--- config.mk ---
export PLATFORM = sky130hd
export DESIGN_NAME = spike_rate_monitor_flat
export DESIGN_NICKNAME = d
export VERILOG_FILES = /design/src/rtl/spike_rate_monitor_if.sv /design/src/rtl/spike_rate_monitor.sv /design/src/flat_wrapper.sv
export SDC_FILE = /design/constraint.sdc
export NUM_CORES = 1
export LEC_CHECK = 0
export CAP_MARGIN = 20
export CORE_MARGIN = 3
export CORE_UTILIZATION = 45
export CTS_CLUSTER_DIAMETER = 60
export DETAILED_ROUTE_END_ITERATION = 10
export PLACE_DENSITY = 0.65
export SYNTH_ARGS = -nofsm -noshare
export SYNTH_HDL_FRONTEND = slang
export SYNTH_SLANG_ARGS = --single-unit
--- constraint.sdc ---
create_clock -name clk -period 3.7 [get_ports clk]
set_input_delay 0.74 -clock clk [delete_from_list [all_inputs] [get_ports clk]]
set_output_delay 0.74 -clock clk [all_outputs]
set_load 0.02 [all_outputs]
--- src/rtl/spike_rate_monitor_if.sv ---
// Bundle of neuron-side sample inputs and the valid/ready result port of spike_rate_monitor.
// slave: the monitor side; master: the producer/consumer side driving it.
interface spike_rate_monitor_if #(
  parameter int unsigned WINDOW_W = 8,
  parameter int unsigned COUNT_W  = 8,
  parameter int unsigned U_W      = 4
);
  logic                ena;
  logic                spike_in;
  logic [U_W-1:0]      u_in;
  logic [WINDOW_W-1:0] window_len;
  logic                out_valid;
  logic                out_ready;
  logic [COUNT_W-1:0]  out_count;
  logic [U_W-1:0]      out_u_max;
  logic                out_sat;
  logic                out_lost;

  modport master (
    output ena, spike_in, u_in, window_len, out_ready,
    input  out_valid, out_count, out_u_max, out_sat, out_lost
  );

  modport slave (
    input  ena, spike_in, u_in, window_len, out_ready,
    output out_valid, out_count, out_u_max, out_sat, out_lost
  );
endinterface

--- src/rtl/spike_rate_monitor.sv ---
// Windowed spike counter with peak membrane tracking and a single-entry valid/ready result register.
// Define SPIKE_MON_UMAX_EN to build the peak-u tracking; otherwise out_u_max is tied to 0.
module spike_rate_monitor #(
  parameter int unsigned WINDOW_W = 8,
  parameter int unsigned COUNT_W  = 8,
  parameter int unsigned U_W      = 4
) (
  input  logic                 clk,
  input  logic                 rst_n,
  spike_rate_monitor_if.slave  bus
);

  localparam logic [0:0] IDLE = 1'b0;
  localparam logic [0:0] RUN  = 1'b1;

  logic [0:0]          state_q, state_d;
  logic [WINDOW_W-1:0] len_q, len_d;
  logic [WINDOW_W-1:0] idx_q, idx_d;
  logic [WINDOW_W-1:0] len_cur, last_idx;
  logic [COUNT_W-1:0]  acc_q, acc_d, cnt_n;
  logic                sat_q, sat_d, sat_n;
  logic                last, emit, hs, acc_full;

  logic                vld_q, vld_d;
  logic                lost_q, lost_d;
  logic                osat_q, osat_d;
  logic [COUNT_W-1:0]  ocnt_q, ocnt_d;

`ifdef SPIKE_MON_UMAX_EN
  logic [U_W-1:0]      umax_q, umax_d, umax_n;
  logic [U_W-1:0]      ou_q, ou_d;
`else
  logic                unused_u;
  assign unused_u = ^bus.u_in;
`endif

  // Window sequencing and result-register next state
  always_comb begin
    state_d = state_q;
    len_d   = len_q;
    idx_d   = idx_q;
    acc_d   = acc_q;
    sat_d   = sat_q;
    vld_d   = vld_q;
    lost_d  = lost_q;
    ocnt_d  = ocnt_q;
    osat_d  = osat_q;

    // Length 0 wraps to all-ones, i.e. 2^WINDOW_W samples
    len_cur  = (state_q == RUN) ? len_q : bus.window_len;
    last_idx = len_cur - WINDOW_W'(1);
    last     = (idx_q == last_idx);
    acc_full = (acc_q == {COUNT_W{1'b1}});
    cnt_n    = (bus.spike_in && !acc_full) ? acc_q + COUNT_W'(1) : acc_q;
    sat_n    = sat_q | (acc_full & bus.spike_in);
    emit     = bus.ena & last;
    hs       = vld_q & bus.out_ready;

`ifdef SPIKE_MON_UMAX_EN
    umax_d = umax_q;
    ou_d   = ou_q;
    umax_n = ((state_q == IDLE) || (idx_q == '0) || (bus.u_in > umax_q)) ? bus.u_in : umax_q;
`endif

    if (bus.ena) begin
      if (last) begin
        state_d = RUN;
        len_d   = bus.window_len;
        idx_d   = '0;
        acc_d   = '0;
        sat_d   = 1'b0;
`ifdef SPIKE_MON_UMAX_EN
        umax_d  = '0;
`endif
      end else begin
        acc_d = cnt_n;
        sat_d = sat_n;
        idx_d = idx_q + WINDOW_W'(1);
`ifdef SPIKE_MON_UMAX_EN
        umax_d = umax_n;
`endif
        if (state_q == IDLE) begin
          state_d = RUN;
          len_d   = bus.window_len;
        end
      end
    end

    // A handshake on the emitting edge frees the slot, so that emission never drops
    if (emit) begin
      if (!vld_q || hs) begin
        vld_d  = 1'b1;
        ocnt_d = cnt_n;
        osat_d = sat_n;
`ifdef SPIKE_MON_UMAX_EN
        ou_d   = umax_n;
`endif
      end else begin
        lost_d = 1'b1;
      end
    end else if (hs) begin
      vld_d = 1'b0;
    end
    if (hs) begin
      lost_d = 1'b0;
    end
  end

  always_ff @(posedge clk or negedge rst_n) begin
    if (!rst_n) begin
      state_q <= IDLE;
      len_q   <= '0;
      idx_q   <= '0;
      acc_q   <= '0;
      sat_q   <= 1'b0;
      vld_q   <= 1'b0;
      lost_q  <= 1'b0;
      ocnt_q  <= '0;
      osat_q  <= 1'b0;
`ifdef SPIKE_MON_UMAX_EN
      umax_q  <= '0;
      ou_q    <= '0;
`endif
    end else begin
      state_q <= state_d;
      len_q   <= len_d;
      idx_q   <= idx_d;
      acc_q   <= acc_d;
      sat_q   <= sat_d;
      vld_q   <= vld_d;
      lost_q  <= lost_d;
      ocnt_q  <= ocnt_d;
      osat_q  <= osat_d;
`ifdef SPIKE_MON_UMAX_EN
      umax_q  <= umax_d;
      ou_q    <= ou_d;
`endif
    end
  end

  assign bus.out_valid = vld_q;
  assign bus.out_count = ocnt_q;
  assign bus.out_sat   = osat_q;
  assign bus.out_lost  = lost_q;
`ifdef SPIKE_MON_UMAX_EN
  assign bus.out_u_max = ou_q;
`else
  assign bus.out_u_max = '0;
`endif

endmodule
--- src/flat_wrapper.sv ---
// flat-port wrapper written by rule: the top's interface ports become plain ports
module spike_rate_monitor_flat 
#(
  parameter int unsigned WINDOW_W = 8,
  parameter int unsigned COUNT_W  = 8,
  parameter int unsigned U_W      = 4
)
  (clk, rst_n, bus_ena, bus_spike_in, bus_u_in, bus_window_len, bus_out_ready, bus_out_valid, bus_out_count, bus_out_u_max, bus_out_sat, bus_out_lost);
  spike_rate_monitor_if #(.WINDOW_W(WINDOW_W), .COUNT_W(COUNT_W), .U_W(U_W)) bus_i ();
  input  logic clk;
  input  logic rst_n;
  input wire logic [$bits(bus_i.ena)-1:0] bus_ena;
  input wire logic [$bits(bus_i.spike_in)-1:0] bus_spike_in;
  input wire logic [$bits(bus_i.u_in)-1:0] bus_u_in;
  input wire logic [$bits(bus_i.window_len)-1:0] bus_window_len;
  input wire logic [$bits(bus_i.out_ready)-1:0] bus_out_ready;
  output wire logic [$bits(bus_i.out_valid)-1:0] bus_out_valid;
  output wire logic [$bits(bus_i.out_count)-1:0] bus_out_count;
  output wire logic [$bits(bus_i.out_u_max)-1:0] bus_out_u_max;
  output wire logic [$bits(bus_i.out_sat)-1:0] bus_out_sat;
  output wire logic [$bits(bus_i.out_lost)-1:0] bus_out_lost;
  assign bus_i.ena = bus_ena;
  assign bus_i.spike_in = bus_spike_in;
  assign bus_i.u_in = bus_u_in;
  assign bus_i.window_len = bus_window_len;
  assign bus_i.out_ready = bus_out_ready;
  assign bus_out_valid = bus_i.out_valid;
  assign bus_out_count = bus_i.out_count;
  assign bus_out_u_max = bus_i.out_u_max;
  assign bus_out_sat = bus_i.out_sat;
  assign bus_out_lost = bus_i.out_lost;
  spike_rate_monitor #(.WINDOW_W(WINDOW_W), .COUNT_W(COUNT_W), .U_W(U_W)) u_core (.clk(clk), .rst_n(rst_n), .bus(bus_i));
endmodule
==> results_dict.tcl, run 1 <==
set metrics [dict create \
    fp.dieH_um 76.1 \
    rows 24 \
    start_util 0.487 \
    period_needed_ns 3.23 \
    status "finished, final reports clean" \
    ios 32 \
    skew_ns 0.00620 \
    clock_latency_ns 0.29 \
    wl_per_cell_um 13.9 \
    path_buf_inv 1 \
    power.switching_uw 661 \
    rsz0062_at_grt "no" \
    overflow 0 \
    drv_cap 0 \
    post-cts-setup-buffers 0 \
    grt_pass1_wl_um 7400 \
    clkTransAtPathRegs_ns 0.07 \
    num_antenna_cells 0 \
    crit_fanout 9 \
    irDropWorstVdd_mv 0.314 \
    placed_area_um2 2500 \
    power.share.sequential 0.369 \
    cts_hold_buf 0 \
    clockPowerShare 0.205 \
    ys_async_sr_fraction 1.00 \
    route.vias.total 1605 \
    r2r-start "u_core.state_q$_DFFE_PN0P_" \
    setup_viol 0 \
    hold_path_end "u_core.bus.out_lost$_DFFE_PN0P_" \
    min_path_type "flop to flop" \
    cp-startpoint "bus_window_len[0]" \
    period_share 0.873 \
    drt_first_pass_iters 6 \
    hpwl_um 3040 \
    worst_slew_pin_slew_ns 0.838 \
    cts.sinks 37 \
    synth_cell_types 46 \
    yosysTopAreaCell "dfrtp_1" \
    fmax_mhz 309 \
    path_cells "clkdlybuf4s50_1, or4_4, a222oi_1, xnor2_1, nand4_2, or2_1, mux2_4" \
    hold_viol_final 0 \
    finish.instance_area_um2 2620 \
    reg2regPathDepth 7 \
    synth-main-ff-cell "dfrtp_1" \
    drc_errors 0 \
    ys_seq_area_frac 0.419 \
    die_x_um 76.1 \
    yosys-top-cells-area "dfrtp_1, mux2_4, xnor2_1, mux2i_1, xor2_1" \
    postRouteAntennaNets 0 \
    combinationalPowerShare 0.426 \
    fp.coreArea_um2 4530 \
    swShare 0.370 \
    port_buffers 23 \
    finalPower_mw 1.79 \
    end_kind "flop" \
    whs_path_depth 1 \
    post_cts_resize_count 0 \
    p_int_mw 1.13 \
    grt_usage 0.158 \
    die_area_um2 5780 \
    cts_root_buf "clkbuf_8" \
    cpMaxStageDelayCell "or4_4" \
    setup_tns_ns 0 \
    finalWeightedCongestion 0.829 \
    postSynthCellCount 208 \
    start_kind "input port" \
    powerDensity_nw_per_um2 681 \
    grt_pass1_vias 1531 \
    clock_path_buffers 2 \
    p_leak_nw 1.14 \
    fillers 414 \
    cts_tree "built" \
    wl_um 4180 \
    critical-path-max-stage-delay_ns 0.56 \
    antenna_found_initial 0 \
    area_delta_synth_final_pct 18.8 \
    cp.arrival_ns 3.41 \
    synth.top_cell.area_share 0.419 \
    synth.avg_cell_area_um2 10.6 \
    slew_headroom 0.441 \
    synth-seq-cells 37 \
    critical_path_class "input port to flop" \
    r2r_slack_ns 0.69 \
    drtIter0Drc 118 \
    r2r_end "u_core.bus.out_count[6]$_DFFE_PN0P_" \
    htreeDepth 2 \
    viasPerCell 5.33 \
    yosysWarnings 0 \
    final_core_util 0.579 \
    cts_made_buffers 5 \
    fin_nets 255 \
    path_delay_family "simple AND/OR/NAND/NOR gates" \
    worstPathRequired_ns 3.88 \
    min-delay-start "u_core.bus.out_valid$_DFFE_PN0P_" \
    layout-drive-gt1-share 0.157 \
    synth_edf_count 0 \
    grt_max_degree 38 \
    synth_area_um2 2210 \
    slew_violations 0 \
]
[metal layers]
| metal | GRT usage | vias to the layer above | share of wire | routed length (um) |
|---|---|---|---|---|
| li1 | - | 799 | - | - |
| met1 | 0.227 | 769 | 0.51 | 2150 |
| met2 | 0.228 | 30 | 0.43 | 1800 |
| met3 | 0.0449 | 7 | 0.038 | 157 |
| met4 | 0.0562 | 0 | 0.016 | 65 |
| met5 | 0 | - | 0 | 0 |
[sequential cells by signal, indices dropped and copies added (netlist names)]
| signal | flops |
|---|---|
| u_core.bus.out_count | 8 |
| u_core.idx_q | 8 |
| u_core.state_q | 1 |
| u_core.len_q | 8 |
| u_core.sat_q | 1 |
| u_core.bus.out_sat | 1 |
| u_core.bus.out_valid | 1 |
| u_core.bus.out_lost | 1 |
| u_core.acc_q | 8 |
[metrics by stage]
step / std cells / hold WS [ns] / setup slack [ns]
2_1_floorplan: 211 / 0.444 / 0.832
3_3_place_gp: 293 / 0.479 / 0.165
3_5_place_dp: 293 / 0.487 / 0.163
4_1_cts: 301 / 0.503 / 0.473
5_1_grt: 301 / 0.517 / 0.374
6_report: 301 / 0.496 / 0.468
[logic make-up after synthesis]
kind of cell	Yosys count	synth area share
compound gates	36	0.109
xor+xnor	24	0.0952
fa+ha+maj	3	0.0170
buf+inv	16	0.0431
flops	37	0.419
mux	26	0.150
other cells	1	0.00170
simple gates	65	0.165
[Yosys cell counts, types with 3 or more instances]
cell type  count
dfrtp_1       37
xnor2_1       16
nor2_1        15
mux2_4        14
o21ai_0       13
mux2i_1       12
nand3_1       10
nor3_1         9
xor2_1         8
nand2_1        7
a21oi_1        6
buf_4          5
a31oi_1        4
clkbuf_1       4
nand4_1        4
ha_1           3
inv_1          3
o2bb2ai_1      3
[area by class of cell]
| type | count | area [um2] | area share |
|---|---|---|---|
| Multi-Input combinational cell | 158 | 1200 | 0.457 |
| Sequential cell | 37 | 926 | 0.353 |
| Timing Repair Buffer | 29 | 283 | 0.108 |
| Clock buffer | 6 | 82.6 | 0.0315 |
| Tap cell | 65 | 81.3 | 0.0310 |
| Clock inverter | 2 | 37.5 | 0.0143 |
| Inverter | 4 | 15.0 | 0.00572 |
[worst reg2reg max path: stages, from the launching register on]
cell	delay, ns
dfrtp_1	0.65
buf_4	0.26
or3b_2	0.45
a222oi_1	0.29
xnor2_1	0.31
nand4_2	0.16
or2_1	0.43
mux2_4	0.37
[layout by cell type, fill, tap and decap left out, types with 2 or more instances in the layout]
master           synthesis  routed
conb_1                   1       4
mux2i_1                 12      12
ha_1                     3       3
or3b_2                   2       2
xor2_1                   8       8
dfrtp_1                 37      37
nor3_1                   9       9
o2bb2ai_1                3       3
a31oi_1                  4       4
clkbuf_8                 0       6
nor2_1                  15      15
nand4_2                  2       2
a21oi_1                  6       6
nand2_1                  7       7
xnor2_1                 16      16
and3_1                   2       2
clkdlybuf4s50_1          0      22
nand4_1                  4       4
nand2b_1                 2       2
mux2_4                  14      14
buf_4                    5       5
nor3b_1                  2       2
inv_1                    3       3
nand3_1                 10      10
or3_1                    2       2
o21ai_0                 13      13
[worst max path at each step]
stage                                                      to  slack, ns  cells after the start
after detailed placement  u_core.bus.out_count[6]$_DFFE_PN0P_       0.16                      7
final                     u_core.bus.out_count[6]$_DFFE_PN0P_       0.47                      7
after floorplan                   u_core.len_q[0]$_DFFE_PN0P_       0.83                      6
after CTS                 u_core.bus.out_count[6]$_DFFE_PN0P_       0.47                      7
after global routing      u_core.bus.out_count[6]$_DFFE_PN0P_       0.37                      7
after global placement    u_core.bus.out_count[0]$_DFFE_PN0P_       0.16                      7
[power by group through the flow]
| stage | Clock [mW] | Combinational, mW | Sequential, mW |
|---|---|---|---|
| 3_3_place_gp | 0 | 0.758 | 0.664 |
| 4_1_cts | 0.379 | 0.769 | 0.660 |
| 5_1_grt | 0.397 | 0.850 | 0.682 |
| 6_report | 0.367 | 0.762 | 0.659 |
| 3_5_place_dp | 0 | 0.764 | 0.668 |
| 2_1_floorplan | 0 | 0.592 | 0.648 |
No activity file was read; power rests on OpenSTA's default activity.
==> run 2: changes to the inputs <==
--- a/config.mk
+++ b/config.mk
@@ -5,12 +5,13 @@
 export SDC_FILE = /design/constraint.sdc
 export NUM_CORES = 1
 export LEC_CHECK = 0
+export ABC_AREA = 1
 export CAP_MARGIN = 20
 export CORE_MARGIN = 3
 export CORE_UTILIZATION = 45
 export CTS_CLUSTER_DIAMETER = 60
 export DETAILED_ROUTE_END_ITERATION = 10
-export PLACE_DENSITY = 0.65
+export PLACE_DENSITY = 0.64
 export SYNTH_ARGS = -nofsm -noshare
 export SYNTH_HDL_FRONTEND = slang
 export SYNTH_SLANG_ARGS = --single-unit
==> results_dict.tcl, run 2 <==
set metrics [dict create \
    finalPower_mw 2.18 \
    hold_viol_final 0 \
    post_cts_resize_count 0 \
    hold_path_end "u_core.bus.out_count[3]$_DFFE_PN0P_" \
    powerDensity_nw_per_um2 772 \
    ios 32 \
    die_area_um2 6440 \
    synth.top_cell.area_share 0.373 \
    ys_async_sr_fraction 1.00 \
    ys_seq_area_frac 0.373 \
    seqCellArea_um2 926 \
    irDropWorstVdd_mv 0.311 \
    reg2regPathDepth 16 \
    cpMaxStageDelayCell "clkdlybuf4s50_1" \
    grt_pass1_vias 2057 \
    start_kind "input port" \
    fin_nets 380 \
    r2r-start "u_core.state_q$_DFFE_PN0P_" \
    end_kind "flop" \
    slew_violations 0 \
    post-cts-setup-buffers 0 \
    crit_fanout 12 \
    netlist_top_cells_count "nand2_1, inv_1, nand3_1" \
    final_core_util 0.542 \
    final_cell_mix "nand2_1, inv_1, nand3_1" \
    htreeDepth 2 \
    crit_path_frequent_cell "nand2_1" \
    synth_area_um2 2480 \
    antenna_found_initial 0 \
    yosysWarnings 0 \
    whs_path_depth 2 \
    area_delta_synth_final_pct 13.8 \
    hold_ws_ns 0.491 \
    grt_usage 0.184 \
    p_leak_nw 1.48 \
    setup_tns_ns 0 \
    min-delay-start "u_core.bus.out_count[3]$_DFFE_PN0P_" \
    postRouteAntennaNets 0 \
    wl_um 5230 \
    clkTransAtPathRegs_ns 0.08 \
    drt_first_pass_iters 4 \
    hpwl_um 3820 \
    slew_headroom 0.432 \
    cp.arrival_ns 3.13 \
    layout_commonest_cell "nand2_1" \
    synth_cell_types 37 \
    wl_per_cell_um 12.1 \
    cts_made_buffers 5 \
    clock_latency_ns 0.29 \
    min_path_type "flop to flop" \
    worst_slew_pin_slew_ns 0.851 \
    rows 26 \
    status "finished, final reports clean" \
    synth-seq-cells 37 \
    p_int_mw 1.20 \
    cts_tree "built" \
    multi_input_area_um2 1230 \
    grt_pass1_wl_um 9300 \
    drtIter0Drc 97 \
    period_share 0.793 \
    postSynthCellCount 337 \
    synth.avg_cell_area_um2 7.36 \
    layout-drive-gt1-share 0.130 \
    overflow 0 \
    grt_max_degree 38 \
    cts_root_buf "clkbuf_8" \
    r2r_slack_ns 0.83 \
    yosysTopAreaCell "dfrtp_1" \
    power.switching_uw 983 \
    setup_viol 0 \
    yosys.cell_count.top_type "nand2_1" \
    yosys-top-cells-area "dfrtp_1, nand2_1, inv_1, nand3_1, nand2_2" \
    path_cells "clkdlybuf4s50_1, inv_1, nand2_1, nand2_1, ha_1, inv_1, nand2_1, nand2_1, nand3_1, a21oi_2, nand3_2, nor2_4, nand2_4, nor2_8, inv_4, nand3_1, inv_1" \
    skew_ns 0.00435 \
    worstPathRequired_ns 3.89 \
    clockPowerShare 0.164 \
    fmax_mhz 341 \
    die_x_um 80.2 \
    combinationalPowerShare 0.533 \
    swShare 0.451 \
    drv_cap 0 \
    r2r_end "u_core.idx_q[4]$_DFFE_PN0P_" \
    route.vias.total 2062 \
    power.share.sequential 0.303 \
    fillers 494 \
    cts.sinks 37 \
    finalWeightedCongestion 0.811 \
    viasPerCell 4.78 \
    synth_edf_count 0 \
    start_util 0.476 \
    fp.dieH_um 80.2 \
    cts_hold_buf 0 \
    num_antenna_cells 0 \
    clock_path_buffers 2 \
    fp.coreArea_um2 5200 \
    critical_path_class "input port to flop" \
    rsz0062_at_grt "no" \
    drc_errors 0 \
    port_buffers 23 \
    critical-path-max-stage-delay_ns 0.53 \
    synth-main-ff-cell "dfrtp_1" \
    period_needed_ns 2.94 \
]
==> run 2: cell types whose count changed in the layout (fill, tap and decap cells not counted), sizes merged, moves of 5 or more <==
cell / delta
mux2: -14
nor3: -5
xnor2: -16
nand3: +31
mux2i: -12
nand2: +113
o21ai: +6
a21oi: -5
inv: +53
==> run 2: layer usage <==
metal,wire (um),track usage
met1,2370,0.216
met2,2660,0.333
met3,167,0.0415
met4,30,0.0507
met5,0,0
==> run 2: critical path, delay by kind of cell <==
family | cells | cell delay [ns]
AOI/OAI and AO/OA | 1 | 0.13
adders and majority gates | 1 | 0.36
and+or+nand+nor | 10 | 1.11
buffers and inverters | 5 | 0.77
==> run 2: cell type report <==
| class | count | share of cell area |
|---|---|---|
| clock buffer | 6 | 0.0257 |
| clock inverter | 2 | 0.0137 |
| inverter | 57 | 0.0793 |
| multi-input combinational | 234 | 0.437 |
| sequential | 37 | 0.328 |
| tap | 70 | 0.0310 |
| timing repair buffer | 25 | 0.0851 |
==> run 2: kinds of logic (layout without fill, tap and decap cells) <==
group | after synthesis | in the layout | synth area share
AOI/OAI and AO/OA | 26 | 26 | 0.0686
xor gates and xnor gates | 9 | 9 | 0.0348
adders and majority gates | 3 | 3 | 0.0151
buffers and inverters | 69 | 90 | 0.134
DFF | 37 | 37 | 0.373
other | 1 | 4 | 0.00151
and+or+nand+nor | 192 | 192 | 0.373
==> run 2: worst max-delay path by stage <==
| stage | start | to | slack, ns | cells past startpoint |
|---|---|---|---|---|
| after floorplan | bus_window_len[0] | u_core.bus.out_count[1]$_DFFE_PN0P_ | 1.35 | 15 |
| after global placement | bus_window_len[0] | u_core.idx_q[5]$_DFFE_PN0P_ | 0.46 | 17 |
| after detailed placement | bus_window_len[0] | u_core.idx_q[4]$_DFFE_PN0P_ | 0.45 | 17 |
| after CTS | bus_window_len[0] | u_core.idx_q[4]$_DFFE_PN0P_ | 0.75 | 17 |
| after global routing | bus_window_len[0] | u_core.idx_q[0]$_DFFE_PN0P_ | 0.44 | 14 |
| final | bus_window_len[0] | u_core.idx_q[4]$_DFFE_PN0P_ | 0.76 | 17 |
==> run 2: through the flow <==
stage | setup slack, ns | cells | instance area [um2]
finish | 0.764 | 431 | 2820
global route | 0.440 | 431 | 2820
CTS | 0.745 | 431 | 2820
detailed placement | 0.447 | 423 | 2710
global placement | 0.459 | 423 | 2710
floorplan | 1.35 | 340 | 2490
==> run 2: power by group through the flow <==
stage               combinational (mW)  clock, mW  sequential [mW]
detailed placement                1.16          0            0.667
global route                      1.31      0.380            0.680
CTS                               1.17      0.366            0.661
finish                            1.16      0.357            0.661
floorplan                        0.879          0            0.685
global placement                  1.14          0            0.666
==> run 3: changes to the inputs <==
--- a/config.mk
+++ b/config.mk
@@ -11,7 +11,7 @@
 export CORE_UTILIZATION = 45
 export CTS_CLUSTER_DIAMETER = 60
 export DETAILED_ROUTE_END_ITERATION = 10
-export PLACE_DENSITY = 0.64
+export PLACE_DENSITY = 0.67
 export SYNTH_ARGS = -nofsm -noshare
 export SYNTH_HDL_FRONTEND = slang
 export SYNTH_SLANG_ARGS = --single-unit
==> constraint.sdc (replaced) <==
create_clock -name clk -period 2.44 [get_ports clk]
set_input_delay 0.488 -clock clk [delete_from_list [all_inputs] [get_ports clk]]
set_output_delay 0.488 -clock clk [all_outputs]
set_load 0.02 [all_outputs]
==> results_dict.tcl, run 3 (same netlist as run 2, synthesis figures left out) <==
set metrics [dict create \
    status "finished, final reports clean" \
    viasPerCell 4.86 \
    r2r_end "u_core.len_q[3]$_DFFE_PN0P_" \
    drc_errors 0 \
    post-cts-setup-buffers 0 \
    p_int_mw 1.83 \
    reg2regPathDepth 16 \
    grt_pass1_wl_um 9270 \
    clock_path_buffers 2 \
    period_needed_ns 2.33 \
    final_core_util 0.572 \
    drtIter0Drc 136 \
    cts_root_buf "clkbuf_8" \
    final_cells 447 \
    power.share.sequential 0.295 \
    port_buffers 23 \
    drt_first_pass_iters 4 \
    hpwl_um 4060 \
    swShare 0.462 \
    slew_violations 0 \
    clkTransAtPathRegs_ns 0.09 \
    final_cell_mix "nand2_1, inv_1, dfrtp_1" \
    cpMaxStageDelayCell "clkdlybuf4s50_1" \
    finalPower_mw 3.41 \
    clockPowerShare 0.134 \
    worst_slew_pin_slew_ns 0.836 \
    clock_latency_ns 0.30 \
    fp.dieH_um 80.2 \
    overflow 0 \
    r2r-start "u_core.state_q$_DFFE_PN0P_" \
    num_antenna_cells 0 \
    start_util 0.476 \
    drv_cap 0 \
    skew_ns 0.0107 \
    ios 32 \
    placed_cells 439 \
    finish.instance_area_um2 2980 \
    rows 26 \
    critPathCapture "u_core.len_q[3]$_DFFE_PN0P_" \
    area_delta_synth_final_pct 20.1 \
    path_cells "clkdlybuf4s50_1, inv_1, nand2_1, nand2_2, ha_4, nand2_1, nand2_1, nand3_1, a21oi_2, nand3_2, nor2_4, nand2_4, nor2_8, buf_12, nand2_1, nand3_2" \
    fp.coreArea_um2 5200 \
    cts_tree "built" \
    p_leak_nw 1.58 \
    wl_per_cell_um 12.3 \
    worstPathRequired_ns 2.68 \
    cp.arrival_ns 2.57 \
    grt_usage 0.184 \
    fmax_mhz 429 \
    crit_fanout 8 \
    end_kind "flop" \
    rsz0062_at_grt "no" \
    hold_ws_ns 0.280 \
    combinationalPowerShare 0.572 \
    hold_viol_final 0 \
    htreeDepth 2 \
    finalWeightedCongestion 0.867 \
    powerDensity_nw_per_um2 1140 \
    placed_area_um2 2860 \
    cp-startpoint "bus_window_len[0]" \
    start_kind "input port" \
    grt_pass1_vias 2069 \
    period_share 0.955 \
    postRouteAntennaNets 0 \
    antenna_found_initial 0 \
    layout_commonest_cell "nand2_1" \
    crit_path_frequent_cell "nand2_1" \
    critical_path_class "input port to flop" \
    r2r_slack_ns 0.19 \
    cts_made_buffers 5 \
    fin_nets 396 \
    layout-drive-gt1-share 0.186 \
    grt_max_degree 38 \
    setup_viol 0 \
    irDropWorstVdd_mv 0.692 \
    die_x_um 80.2 \
    wl_um 5480 \
    min_path_type "input port to async pin" \
    die_area_um2 6440 \
    critical-path-max-stage-delay_ns 0.49 \
    power.switching_mw 1.57 \
    cts.sinks 37 \
    slew_headroom 0.443 \
    route.vias.total 2173 \
]
-- run 3: cell count changes in the layout (fill, tap and decap cells not counted), moves of 2 or more --
cell	delta
buf_4	+14
buf_12	+2
nand2_1	-2
nand2_2	+2
nand3_1	-2
nand3_2	+2
-- run 3: stage by stage --
step                setup TNS (ns)  worst slack (ns)
finish                           0             0.111
global route                     0            0.0112
CTS                              0            0.0473
detailed placement           -8.26            -0.274
global placement             -6.64            -0.218
floorplan                        0             0.273
-- run 3: worst min-delay path by stage --
stage | end | slack [ns] | depth (start not counted)
floorplan | u_core.acc_q[0]$_DFFE_PN0P_ | 0.19 | 0
global placement | u_core.acc_q[5]$_DFFE_PN0P_ | 0.47 | 2
detailed placement | u_core.bus.out_count[3]$_DFFE_PN0P_ | 0.47 | 2
CTS | u_core.state_q$_DFFE_PN0P_ | 0.33 | 1
global route | u_core.state_q$_DFFE_PN0P_ | 0.35 | 1
finish | u_core.state_q$_DFFE_PN0P_ | 0.28 | 1
-- run 3: area by class of cell --
class | count | area [um2]
multi-input combinational | 234 | 1260
tap | 70 | 87.6
clock inverter | 3 | 21.3
sequential | 37 | 926
timing repair buffer | 41 | 388
fill | 504 | 2230
clock buffer | 5 | 68.8
inverter | 57 | 224
-- run 3: power groups by stage --
| stage | clock (mW) | combinational [mW] | sequential [mW] |
|---|---|---|---|
| 2_1_floorplan | 0 | 1.33 | 1.04 |
| 3_5_place_dp | 0 | 1.88 | 1.02 |
| 4_1_cts | 0.472 | 1.90 | 1.00 |
| 6_report | 0.455 | 1.95 | 1.00 |
| 5_1_grt | 0.487 | 2.19 | 1.03 |
| 3_3_place_gp | 0 | 1.83 | 1.01 |
-- run 3: layer usage --
layer / up-vias / wire (um) / track usage / share of wire
met5: - / 0 / 0 / 0
met4: 0 / 64 / 0.0524 / 0.012
met3: 6 / 176 / 0.0348 / 0.032
met2: 43 / 2780 / 0.330 / 0.51
met1: 1007 / 2460 / 0.223 / 0.45
li1: 1117 / - / - / -
-- run 3: critical path: cells and delay by family --
kind | cells | cell delay [ns]
AOI/OAI and AO/OA | 1 | 0.13
and+or+nand+nor | 11 | 1.00
buffers and inverters | 3 | 0.67
adders and majority gates | 1 | 0.28
-- run 3: repair_timing --
item | in CTS | in global routing
endpoints found under the hold margin | 0 | 0
hold buffers | 0 | 0
endpoints found under the setup margin | 0 | 35
resized for setup | 0 | 7
==> variant (config.mk and constraints of run 1) <==
Build with the macro `SPIKE_MON_UMAX_EN` defined.
--- a/src/rtl/spike_rate_monitor.sv
+++ b/src/rtl/spike_rate_monitor.sv
@@ -1,4 +1,6 @@
 // Windowed spike counter with peak membrane tracking and a single-entry valid/ready result register.
 // Define SPIKE_MON_UMAX_EN to build the peak-u tracking; otherwise out_u_max is tied to 0.
+`define SPIKE_MON_UMAX_EN
+
 module spike_rate_monitor #(
   parameter int unsigned WINDOW_W = 8,
Function: changed (Yosys sat finds a counterexample within 4 cycles, from zero or initial values and one cycle with rst_n low).
==> variant against run 1 <==
Design area rose by 15%; sequential cell count rose by 8; setup slack improved by 0.22 ns; critical endpoint is now u_core.len_q[3]; synthesized area increased by 15%; non-clock buffer count is 5 higher; wire length rose by 23%.
Power is not compared: it rests on default switching activity, and its combinational part moved more than twofold at a synthesized area within 25%.
==> variant: results <==
export IMPL_ys_async_sr_fraction_pct=100
export IMPL_synth_cell_types=43
export IMPL_vias_per_cell=5.27
export IMPL_dpl_cell_count=336
export IMPL_max_slew_margin_pct=51.7
export IMPL_num_antenna_cells=0
export IMPL_grt_util_met2_pct=27.6
export IMPL_r2r_end="u_core.len_q[3]"
export IMPL_antenna_found_initial=0
export IMPL_wl_met3_um=160
export IMPL_highest_layer="met4"
export IMPL_peakVddDrop_uv=254
export IMPL_place_ws_ns=0.450
export IMPL_cts_buffers=5
export IMPL_final_setup_skew_ns=0.00930
export IMPL_yosys_area_share_adder_pct=3.94
export IMPL_power_leakage_nw=1.39
export IMPL_synth_area_leaders="dfrtp_1 44%, mux2_2 5.8%, mux2i_1 5.1%"
export IMPL_io_buffers=31
export IMPL_ys_top_cells_by_count="45 x dfrtp_1, 20 x nor2_1, 17 x a21oi_1, 17 x nand2_1, 14 x xnor2_1"
export IMPL_hp_class="in -> async"
export IMPL_first_pass_iters=4
export IMPL_synth_area_mux_share_pct=13.2
export IMPL_status="finished, final reports clean"
export IMPL_grt_usage_pct=17.5
export IMPL_grt_max_degree=46
export IMPL_r2r_cells=8
export IMPL_wl_per_cell_um=14.9
export IMPL_wl_met1_mm=2.49
export IMPL_drive_gt1_share_pct=13.1
export IMPL_finalWeightedCongestion=0.763
export IMPL_nets=299
export IMPL_finalWirelength_mm=5.14
export IMPL_drt_iter0_drc=49
export IMPL_synth_avg_cell_area_um2=10.4
export IMPL_hpwl_mm=3.68
export IMPL_timing_final_ws_setup_ns=0.690
export IMPL_grt_pass1_wl_mm=8.83
export IMPL_grt_pass1_vias=1846
export IMPL_arrival_ns=3.20
export IMPL_critPathMaxFanout=20
export IMPL_ys_warn_count=0
export IMPL_nFillCells=474
export IMPL_synth_compound_area_share_pct=9.74
export IMPL_seq_area_frac_synth_pct=44.3
export IMPL_synth_xor_area_share_pct=9.30
export IMPL_cts_reportedPaths_clkPinSlew_ns=0.09
export IMPL_met1_usage_pct=23.6
export IMPL_r2r_start="u_core.state_q"
export IMPL_wl_met2_mm=2.39
export IMPL_gr_usage_met3_pct=3.55
variant: cell count changes in the layout (fill, tap and decap cells not counted), moves of 8 or more:
cell / delta
nand2_1: +10
dfrtp_1: +8
clkdlybuf4s50_1: +8
mux2_4: -10
a21oi_1: +11
o21ai_0: -11
mux2_2: +13
variant: per-stage QoR:
step / hold WS [ns] / area, um2
floorplan: 0.444 / 2540
global placement: 0.479 / 2890
detailed placement: 0.499 / 2890
CTS: 0.502 / 2980
global route: 0.432 / 3010
finish: 0.417 / 3010
variant: layout make-up:
type                       instances  share of cell area [%]
tap                               70                    2.91
sequential                        45                    37.4
timing repair buffer              34                    11.6
inverter                           9                    1.12
multi-input combinational        179                    44.1
clock inverter                     2                   0.499
clock buffer                       6                    2.41
variant: critical path: stages, from the launching register on:
cell     delay, ns
dfrtp_1       0.82
mux2i_1       0.36
ha_1          0.24
o21a_1        0.15
nor3_1        0.05
a31oi_1       0.39
nor3_2        0.17
o21ai_4       0.33
mux2_2        0.39
variant: power by group:
group | total (mW) | internal, mW | leakage (nW) | switching [mW]
Sequential | 0.660 | 0.562 | 0.592 | 0.0986
Combinational | 0.366 | 0.184 | 0.760 | 0.183
Clock | 0.302 | 0.133 | 0.0374 | 0.169
Total | 1.33 | 0.878 | 1.39 | 0.450
variant: worst max-delay path by stage:
stage | endpoint | cells past startpoint | startpoint
floorplan | u_core.bus.out_count[5] | 9 | bus_window_len[0]
global placement | u_core.bus.out_u_max[2] | 9 | bus_window_len[0]
detailed placement | u_core.len_q[3] | 9 | bus_window_len[0]
CTS | u_core.len_q[3] | 8 | u_core.state_q
global route | u_core.bus.out_count[4] | 8 | u_core.state_q
finish | u_core.len_q[3] | 8 | u_core.state_q
